File: src/rtl/rfill_sprite_renderer.sv
// Right-fill sprite renderer.
// Maps the current pixel onto the 584x167 sprite ROM, waits out the ROM
// latency, and composites the returned color over the background. A small
// press/hold FSM keeps the fill visible for HOLD_FRAMES frames after release.
//
// state     | meaning
// ----------+-----------------------------------------------------------
// ST_IDLE   | sprite disabled, no pixel hits
// ST_SHOW   | button held at the last frame_start, sprite drawn
// ST_HOLD   | button released, sprite drawn while cnt frames remain
module rfill_sprite_renderer #(
  parameter int          SPR_W        = 584,
  parameter int          SPR_H        = 167,
  parameter int          ROM_LAT      = 1,
  parameter logic [11:0] TRANSP_COLOR = 12'h000,
  parameter int          HOLD_FRAMES  = 8
) (
  input  logic        clk,
  input  logic        reset,
  input  logic [9:0]  pix_x,
  input  logic [9:0]  pix_y,
  input  logic        pix_valid,
  input  logic [11:0] bg_rgb,
  input  logic        frame_start,
  input  logic [9:0]  pos_x,
  input  logic [9:0]  pos_y,
  input  logic        btn,
  output logic [7:0]  rom_row,
  output logic [9:0]  rom_col,
  input  logic [11:0] color_data,
  output logic [11:0] rgb_out,
  output logic        rgb_valid,
  output logic        active
);

  localparam int              CNT_W     = (HOLD_FRAMES < 2) ? 1 : $clog2(HOLD_FRAMES + 1);
  localparam logic [CNT_W-1:0] HOLD_LOAD = CNT_W'(HOLD_FRAMES);
  localparam logic [CNT_W-1:0] CNT_ONE   = CNT_W'(1);
  localparam logic [10:0]     W11       = 11'(SPR_W);
  localparam logic [10:0]     H11       = 11'(SPR_H);

  typedef enum logic [1:0] {
    ST_IDLE,
    ST_SHOW,
    ST_HOLD
  } state_t;

  state_t           state, state_n;
  logic [CNT_W-1:0] cnt, cnt_n;
  logic [9:0]       px, py;

  // Frame-rate registers: FSM, hold counter, latched sprite position.
  always_ff @(posedge clk or posedge reset) begin
    if (reset) begin
      state  <= ST_IDLE;
      cnt    <= '0;
      px     <= '0;
      py     <= '0;
      active <= 1'b0;
    end else begin
      state  <= state_n;
      cnt    <= cnt_n;
      active <= (state_n != ST_IDLE);
      if (frame_start) begin
        px <= pos_x;
        py <= pos_y;
      end
    end
  end

  // Next-state logic; the FSM only moves on frame_start.
  always_comb begin
    state_n = state;
    cnt_n   = cnt;
    if (frame_start) begin
      unique case (state)
        ST_IDLE: begin
          if (btn) state_n = ST_SHOW;
        end
        ST_SHOW: begin
          if (!btn) begin
            if (HOLD_FRAMES == 0) begin
              state_n = ST_IDLE;
            end else begin
              state_n = ST_HOLD;
              cnt_n   = HOLD_LOAD;
            end
          end
        end
        ST_HOLD: begin
          if (btn)                 state_n = ST_SHOW;
          else if (cnt <= CNT_ONE) state_n = ST_IDLE;
          else                     cnt_n   = cnt - CNT_ONE;
        end
        default: state_n = ST_IDLE;
      endcase
    end
  end

  // Hit window in 11 bits so a sprite hanging off the screen edge cannot wrap.
  logic [10:0] x11, y11, px11, py11;
  logic        hit;

  assign x11  = {1'b0, pix_x};
  assign y11  = {1'b0, pix_y};
  assign px11 = {1'b0, px};
  assign py11 = {1'b0, py};
  assign hit  = pix_valid & active &
                (x11 >= px11) & (x11 < px11 + W11) &
                (y11 >= py11) & (y11 < py11 + H11);

  // Pixel flags delayed so that entry ROM_LAT lines up with color_data.
  logic        hit_p   [0:ROM_LAT];
  logic        valid_p [0:ROM_LAT];
  logic [11:0] bg_p    [0:ROM_LAT];

  // Stage 1 address generation plus the flag delay line.
  always_ff @(posedge clk or posedge reset) begin
    if (reset) begin
      rom_row <= '0;
      rom_col <= '0;
      for (int i = 0; i <= ROM_LAT; i++) begin
        hit_p[i]   <= 1'b0;
        valid_p[i] <= 1'b0;
        bg_p[i]    <= '0;
      end
    end else begin
      // Offsets are below SPR_H/SPR_W on a hit, so the narrow subtraction is exact.
      rom_row    <= hit ? (pix_y[7:0] - py[7:0]) : 8'd0;
      rom_col    <= hit ? (pix_x - px) : 10'd0;
      hit_p[0]   <= hit;
      valid_p[0] <= pix_valid;
      bg_p[0]    <= bg_rgb;
      for (int i = 1; i <= ROM_LAT; i++) begin
        hit_p[i]   <= hit_p[i-1];
        valid_p[i] <= valid_p[i-1];
        bg_p[i]    <= bg_p[i-1];
      end
    end
  end

  // Stage 3 compositing: transparent ROM texels fall through to the background.
  always_ff @(posedge clk or posedge reset) begin
    if (reset) begin
      rgb_out   <= '0;
      rgb_valid <= 1'b0;
    end else begin
      rgb_valid <= valid_p[ROM_LAT];
      if (!valid_p[ROM_LAT])
        rgb_out <= 12'h000;
      else if (hit_p[ROM_LAT] && (color_data != TRANSP_COLOR))
        rgb_out <= color_data;
      else
        rgb_out <= bg_p[ROM_LAT];
    end
  end

endmodule

File: config.mk
export PLATFORM = sky130hd
export DESIGN_NAME = rfill_sprite_renderer
export DESIGN_NICKNAME = d
export VERILOG_FILES = /design/src/rtl/rfill_sprite_renderer.sv
export SDC_FILE = /design/constraint.sdc
export NUM_CORES = 1
export LEC_CHECK = 0
export CORE_ASPECT_RATIO = 0.5
export CORE_MARGIN = 2
export CORE_UTILIZATION = 45
export CTS_CLUSTER_SIZE = 14
export DETAILED_ROUTE_END_ITERATION = 8
export HOLD_SLACK_MARGIN = 0.08
export PLACE_DENSITY = 0.76
export SLEW_MARGIN = 10
export SYNTH_ARGS = -nofsm -noshare
export SYNTH_HDL_FRONTEND = slang
export SYNTH_SLANG_ARGS = --single-unit
File: constraint.sdc
create_clock -name clk -period 8.52 [get_ports clk]
set_input_delay 1.278 -clock clk [delete_from_list [all_inputs] [get_ports clk]]
set_output_delay 1.278 -clock clk [all_outputs]
set_load 0.02 [all_outputs]
**Word level (Yosys, flattened, before mapping)**

Index checks and enable logic that the tools add are counted.

- Bits in registers: 86
- Input bits: 69

- Add/subtract/negate cells: 5
- Order comparisons: 5
- Equality and inequality tests: 5
- Muxes and demuxes: 14
- Bitwise logic cells: 5
- Reduce and logical (&&, ||, !) cells: 6

Operator list:

| cell | number |
|---|---|
| $mux W12 | 2 |
| $lt A10 B11 Y1 | 2 |
| $ge A10 B10 Y1 | 2 |
| $mux W4 | 3 |
| $reduce_bool A12 Y1 | 1 |
| $add A10 B10 Y11 const B | 1 |
| $add A10 B8 Y11 const B | 1 |
| $mux W10 | 1 |
| $mux W2 | 5 |
| $sub A10 B10 Y10 | 1 |
| $mux W8 | 1 |
| $pmux W4 S2 | 1 |
| $sub A8 B8 Y8 | 1 |
| $ne A2 B2 Y1 const B | 3 |
| $pmux W2 S3 | 1 |
| $and A1 B1 Y1 | 5 |
| $reduce_and A5 Y1 | 1 |
| $le A4 B1 Y1 const B | 1 |
| $reduce_bool A2 Y1 | 2 |
| $sub A4 B1 Y4 const B | 1 |
| $eq A2 B1 Y1 const B | 1 |
| $eq A2 B2 Y1 const B | 1 |
| $logic_not A2 Y1 | 1 |
| $logic_and A1 B1 Y1 | 1 |

**Depth between registers and ports, before layout**

Gate-level depths: netlist of the first run.

- Depth in word-level cells: 6
- Gate-level depth with buffers: 14
- Gate-level depth less buffers: 12

**Worst setup path after synthesis of the first run**

OpenSTA, ideal clock, no wires.

- Kind: input -> register
- Start point: input pix_x[2]
- End point: register rom_col[7]
- Data arrival time: 3,001 ps
- Setup slack: 5,423 ps
- Stages on the path: 8
- Buffers on the path: 1
- Path through: ha_1 a21oi_2 a21oi_1 o211ai_2 a41oi_1 or4_1 buf_6 nor4_2

- Cells in the longest elaborated chain, start to end: 6
- Elaborated cells on any way between the ends: 8

Ends and longest elaborated chain:

| item | line | source |
|---|---|---|
| start: declaration | 20 | `input logic [9:0] pix_x,` |
| $ge A10 B10 Y1 | 109 | `(x11 >= px11) & (x11 < px11 + W11) &` |
| $and A1 B1 Y1 | 108 | `assign hit = pix_valid & active &` |
| $and A1 B1 Y1 (2 in a row) | 109 |  |
| $and A1 B1 Y1 | 110 | `(y11 >= py11) & (y11 < py11 + H11);` |
| $mux W10 * | 130 | `rom_col <= hit ? (pix_x - px) : 10'd0;` |
| end signal: assignment | 130 |  |
| end: declaration | 29 | `output logic [9:0] rom_col,` |

Every way passes the cells marked *; elsewhere a longest branch is shown, timed or not.
A chain may end at the register's enable or synchronous reset.

**Worst setup path after layout of the first run**

- Start point: input pix_x[6]
- End point: register rom_col[7]

Same word-level chain as after synthesis.

==> flow_summary.toml, run 1 <==
[global_routing]
grt_pass1_vias = 3121
grt_max_degree = 87
grt_usage_pct = 17.8
grt_pass1_wl_um = 14400
antenna_found_initial = 0
grt_overflow = 0

[layout]
nets = 636
multi_input_area_um2 = 1990
fill_cells = 800
fin_cells = 664
seqCellArea_um2 = 2150
drive_gt1_share_pct = 5.29
diodes = 0
area_growth_pct = 33.2

[worst_setup_path]
crit_arrival_ps = 4080
cp_common_cell = "o21ai_0"
worstSetupEndpointType = "flop"
cp.required_ps = 8760
cp_top_family = "simple AND/OR/NAND/NOR gates"
crit_path_max_incr_delay_ps = 880
critPathBufInv = 1
start_kind = "primary input"
worstPathMaxFanout = 19
cp_cell_sequence = "clkdlybuf4s50_1, ha_1, o21a_1, o21ai_0, a21oi_1, o21ai_0, or4_1, nor4_2"
crit_path_top_delay_cell = "or4_1"
critical_path_class = "primary input to flop"

[drt]
drtAntennaViolNets = 0
routedWlPerCell_um = 13.2
wl_um = 8790
drtIter0Drc = 167
vias_per_cell = 4.82
num_vias = 3202
drc = 0
first_pass_iters = 4

[synthesis]
syn_avg_cell_area_um2 = 10.3
yosys.area.top_type_share_pct = 49.6
yosysTopAreaCell = "dfrtp_1"
synth_nets = 533
synthAdderAreaFrac_pct = 12.8
yosysSeqAreaShare_pct = 49.6
synthSimpleGateAreaFrac_pct = 11.7
synth-seq-cells = 86
synthArstFlopShare_pct = 100
ys_warn_count = 0
synth_top_family_by_area = "compound AO/OA/AOI/OAI gates"
synthCells = 421
synthDistinctLibCells = 48
synth_compound_area_share_pct = 15.8
syn_area_um2 = 4340
synth.area.mux_share_pct = 0.722
synth_area_leaders = "dfrtp_1 (50%), ha_1 (12%), nand2_1 (4.6%)"
synthXorXnorAreaFrac_pct = 4.85
synth_edf_count = 0
synth_flop_cell = "dfrtp_1"

[sta]
clock-skew-final_ps = 6.43
drv_slew = 0
setup_viol = 0
fin_crit_ps = 3840
fmax_ghz = 0.261
rsz0062_at_grt = "false"
tightestPinTransition_ps = 1050
final_hold_viol_count = 0
slew_headroom_pct = 29.9
min_period_over_period_pct = 45.0
fin_setup_tns_ps = 0

[power_and_ir_drop]
finalPower_mw = 1.10
power_frac_seq_pct = 41.5
ir_drop_mv = 0.113
power.internal_mw = 0.794
switching_share_pct = 28.1
p_sw_mw = 0.310
power.density_nw_per_um2 = 191
clkPwrFrac_pct = 35.8
p_leak_nw = 2.63
combPwrFrac_pct = 22.7

[cts]
cts_tree = "built"
clkLatencyLatePin_ps = 340
cts_root_buf = "clkbuf_16"
cts.clk_slew.worst_paths_ps = 60
cts.sinks = 86
htreeDepth = 3
cts_made_buffers = 9
ctsResizeCount = 0
cts_hold_buf = 0
post_cts.repair.setup_buffers = 0
cts_buffer_depth = 2

[flow_run]
drv_cap = 0

[placement]
numPortBuffers = 100
hpwl_um = 6680
placedCellCount = 648
gp_congestion = 0.834

[floorplan]
design.core.area_um2 = 9420
die_y_um = 73.4
fp.dieW_um = 143
io_pins = 101
start_util_pct = 46.0
row_count = 25
die_area_um2 = 10500

[outcome]
status = "finished, final reports clean"

[hold_path]
hold_path_class = "flop to flop"
-- layer usage --
| metal | global-route usage, % | part of all wire [%] | vias up |
|---|---|---|---|
| met5 | 0 | 0 | - |
| met4 | 5.17 | 1.2 | 0 |
| met3 | 4.95 | 3.9 | 12 |
| met2 | 32.1 | 49 | 73 |
| met1 | 21.3 | 45 | 1467 |
| li1 | - | - | 1650 |
-- per-stage QoR --
stage          worst slack (ps)  instance area [um^2]  util (%)  hold WS, ps
2_1_floorplan              5020                  4340         -          331
3_3_place_gp               4500                  5470      58.1          334
3_5_place_dp               4430                  5470      58.1          335
4_1_cts                    4670                  5770      61.3          347
5_1_grt                    4550                  5770      61.3          356
6_report                   4680                  5770      61.3          344
-- registers in the layout, summed over array words and instances, names as in the netlist --
| register | flops |
|---|---|
| state | 2 |
| rgb_out | 12 |
| px | 10 |
| rgb_valid | 1 |
| rom_col | 10 |
| bg_p | 24 |
| rom_row | 8 |
| active | 1 |
| hit_p | 2 |
| cnt | 4 |
| py | 10 |
| valid_p | 2 |
-- placed cells by master, fill, tap and decap left out, types with 2 or more instances in the layout --
master / synthesis / routed
a211oi_1: 2 / 2
a21boi_0: 12 / 12
a21o_1: 12 / 12
a21oi_1: 18 / 18
a31oi_1: 4 / 4
buf_4: 0 / 2
clkbuf_16: 0 / 9
clkdlybuf4s50_1: 0 / 100
clkinv_2: 0 / 2
clkinv_4: 0 / 3
dfrtp_1: 86 / 86
fa_1: 2 / 2
ha_1: 41 / 41
inv_1: 38 / 37
mux2i_1: 2 / 2
nand2_1: 53 / 53
nand2b_1: 2 / 2
nand3_1: 7 / 7
nor2_1: 22 / 22
nor2b_1: 7 / 7
nor3_1: 6 / 6
nor3b_1: 2 / 2
nor4_1: 4 / 4
o211ai_1: 3 / 3
o21a_1: 5 / 5
o21ai_0: 36 / 36
o31ai_1: 2 / 2
xnor2_1: 21 / 21
xor2_1: 3 / 3
-- cell type report --
class | count | area share (%)
timing repair buffer | 102 | 17.6
inverter | 38 | 2.49
sequential | 86 | 37.3
clock inverter | 7 | 1.41
multi-input combinational | 287 | 34.4
clock buffer | 9 | 3.90
tap | 135 | 2.93
-- path summary, 6_finish.rpt --
kind / end / depth (start not counted) / slack (ps) / start
hold reg to reg: bg_p[9] / 0 / 340 / bg_p[21]
min in group asynchronous: bg_p[14] / 3 / 1610 / reset
setup reg to reg: rom_col[7] / 10 / 5150 / py[1]
setup / recovery: rom_col[7] / 8 / 4680 / pix_x[6]
hold / removal: bg_p[9] / 0 / 340 / bg_p[21]
max in group asynchronous: py[0] / 3 / 6260 / reset
-- worst register-to-register path: stages, from the launching register on --
cell and delay, ps:
dfrtp_1 370, inv_1 150, ha_1 230, nand2b_2 100, a41oi_2 290, xnor2_1 160, ha_1 260, a2111oi_0 420
a31oi_1 180, or4_1 750, nor4_2 370
-- Yosys cell counts (2+ instances only) --
cell	n
xor2_1	3
buf_6	2
o211ai_1	3
nor2_1	22
nor2b_1	7
nand3_1	7
o31ai_1	2
a21oi_1	18
nand2_1	53
xnor2_1	21
o21a_1	5
ha_1	41
dfrtp_1	86
a21o_1	12
nor3_1	6
o21ai_0	36
a31oi_1	4
mux2i_1	2
inv_1	38
clkbuf_1	7
a21boi_0	12
nor4_1	4
nor3b_1	2
nand2b_1	2
fa_1	2
a211oi_1	2
-- power by group through the flow --
stage	combinational (mW)	sequential, mW	clock, mW
2_1_floorplan	0.159	0.470	0
3_3_place_gp	0.245	0.465	0
3_5_place_dp	0.250	0.466	0
4_1_cts	0.253	0.458	0.406
5_1_grt	0.282	0.462	0.424
6_report	0.250	0.459	0.395
-- cells by family after synthesis --
family,count (synthesis)
buf+inv,48
simple gates,111
fa+ha+maj,43
flops,86
mux,3
xor+xnor,24
compound gates,106
Power figures use the tool's default switching activity.
==> run 2, diff against run 1 <==
--- a/config.mk
+++ b/config.mk
@@ -11,7 +11,7 @@
 export CTS_CLUSTER_SIZE = 14
 export DETAILED_ROUTE_END_ITERATION = 8
 export HOLD_SLACK_MARGIN = 0.08
-export PLACE_DENSITY = 0.76
+export PLACE_DENSITY = 0.79
 export SLEW_MARGIN = 10
 export SYNTH_ARGS = -nofsm -noshare
 export SYNTH_HDL_FRONTEND = slang
==> constraint.sdc (replaced) <==
create_clock -name clk -period 3.5 [get_ports clk]
set_input_delay 0.525 -clock clk [delete_from_list [all_inputs] [get_ports clk]]
set_output_delay 0.525 -clock clk [all_outputs]
set_load 0.02 [all_outputs]
==> run 2 against run 1 <==
  * Count of clock-buffer cells in the layout up 1
  * Worst setup slack got worse by 4300 ps
  * Final area is 0.13% higher
  * Die area unchanged
  * Non-clock buffer count up 3
  * Sequential power grew 140%
  * Hold slack improved by 1.5 ps
  * Largest cell class unchanged
==> flow_summary.toml, run 2 (synthesized netlist as in run 1, its figures left out) <==
[outcome]
status = "finished, final reports clean"

[drt]
wl_met3_um = 390
top_layer = "met4"
drt-met1-wl_um = 4130
wl_um = 8920
num_vias = 3272
first_pass_iters = 4
routedWlPerCell_um = 13.4
drc = 0
drtAntennaViolNets = 0
drtIter0Drc = 110
vias_per_cell = 4.91
dr_wl_met2_um = 4210

[sta]
fin_setup_tns_ps = 0
holdWs_ps = 345
setup_viol = 0
setup_slack_ps = 377
tightestPinTransition_ps = 476
clock-skew-final_ps = 9.28
min_period_over_period_pct = 89.2
rsz0062_at_grt = "false"
final_hold_viol_count = 0
fin_crit_ps = 3120
slew_headroom_pct = 67.9
fmax_ghz = 0.320
drv_slew = 0

[worst_setup_path]
worstPathMaxFanout = 10
crit_arrival_ps = 3380
start_kind = "flop"
worstSetupEndpointType = "flop"
cp.required_ps = 3750
critical_path_class = "flop to flop"

[placement]
numPortBuffers = 100
hpwl_um = 6980
placed_cell_area_um2 = 5490
placedCellCount = 651
post-place-ws_ps = 393
gp_congestion = 0.843

[power_and_ir_drop]
finalPower_mw = 2.65
combPwrFrac_pct = 23.3
power_frac_seq_pct = 42.1
clkPwrFrac_pct = 34.5
p_sw_mw = 0.761
ir_drop_mv = 0.241
power.internal_mw = 1.89
power.density_nw_per_um2 = 458
p_leak_nw = 2.63
switching_share_pct = 28.8

[global_routing]
grt_usage_pct = 18.3
grt_pass1_wl_um = 14900
grt_max_degree = 43
antenna_found_initial = 0
grt_overflow = 0
grt_pass1_vias = 3314

[layout]
drive_gt1_share_pct = 5.83
top_regs = "bg_p x24, rgb_out x12"
largest-register = "bg_p"
mostFrequentLayoutCells = "clkdlybuf4s50_1 (100), dfrtp_1 (86), nand2_1 (53)"
fin_cells = 667
diodes = 0
layout_commonest_cell = "clkdlybuf4s50_1"
area_growth_pct = 33.4
fin_area_um2 = 5780
utilization_pct = 61.4
largest_reg_flops = 24
nets = 639

[floorplan]
io_pins = 101
die_y_um = 73.4
row_count = 25
die_area_um2 = 10500
fp.dieW_um = 143
design.core.area_um2 = 9420
start_util_pct = 46.0

[cts]
cts_hold_buf = 0
cts.sinks = 86
post_cts.repair.setup_buffers = 0
ctsResizeCount = 0
cts.clk_slew.worst_paths_ps = 70
clkLatencyLatePin_ps = 340
cts_buffer_depth = 2
htreeDepth = 3
cts_root_buf = "clkbuf_16"
cts_made_buffers = 9
cts_tree = "built"

[flow_run]
drv_cap = 0

[hold_path]
hold_path_class = "flop to flop"
-- run 2: changes by cell type in the layout (fill, tap and decap cells not counted), sizes merged --
cell,before,now
clkbuf,9,10
clkinvlp,0,2
clkinv,5,2
buf,2,5
inv,39,40
bufinv,1,0
-- run 2: layout make-up --
cell class | instances | area (um^2)
repair buffers | 105 | 1040
well taps | 135 | 169
clock buffers | 10 | 239
clock inverters | 6 | 52.6
flip-flops and latches | 86 | 2150
fillers | 751 | 3630
multi-input cells | 287 | 1990
inverters | 38 | 144
-- run 2: routing by layer --
layer	GRT usage, %	up-vias
met3	4.63	19
met5	0	-
li1	-	1653
met4	6.49	0
met1	22.5	1529
met2	32.0	71
-- run 2: worst paths after layout --
path	start	end	slack [ps]	depth (start not counted)
setup / recovery	py[0]	rom_col[7]	380	12
hold / removal	bg_p[13]	bg_p[1]	350	0
setup reg to reg	py[0]	rom_col[7]	380	12
hold reg to reg	bg_p[13]	bg_p[1]	350	0
max in group asynchronous	reset	valid_p[0]	2280	3
min in group asynchronous	reset	rom_col[7]	480	2
-- run 2: power groups by stage --
stage | clock, mW | combinational [mW] | sequential (mW)
finish | 0.914 | 0.618 | 1.12
detailed placement | 0 | 0.617 | 1.13
CTS | 0.942 | 0.621 | 1.12
global route | 0.977 | 0.702 | 1.13
floorplan | 0 | 0.387 | 1.14
global placement | 0 | 0.602 | 1.13
-- run 2: worst max-delay path: stages, from the launching register on --
cell and delay (ps):
dfrtp_1 400, nor3_1 320, nor3_1 130, nor2_1 110
nor2_1 60, o21ai_0 230, xnor2_1 100, ha_1 210
a2111oi_0 380, a31oi_1 180, or4_1 470, buf_4 200
nor4_2 250
==> run 3, diff against run 2 <==
--- a/config.mk
+++ b/config.mk
@@ -5,6 +5,7 @@
 export SDC_FILE = /design/constraint.sdc
 export NUM_CORES = 1
 export LEC_CHECK = 0
+export CAP_MARGIN = 0
 export CORE_ASPECT_RATIO = 0.5
 export CORE_MARGIN = 2
 export CORE_UTILIZATION = 45
==> results of run 3 <==
Final layout, timing and power as in run 2 (identical DEF).
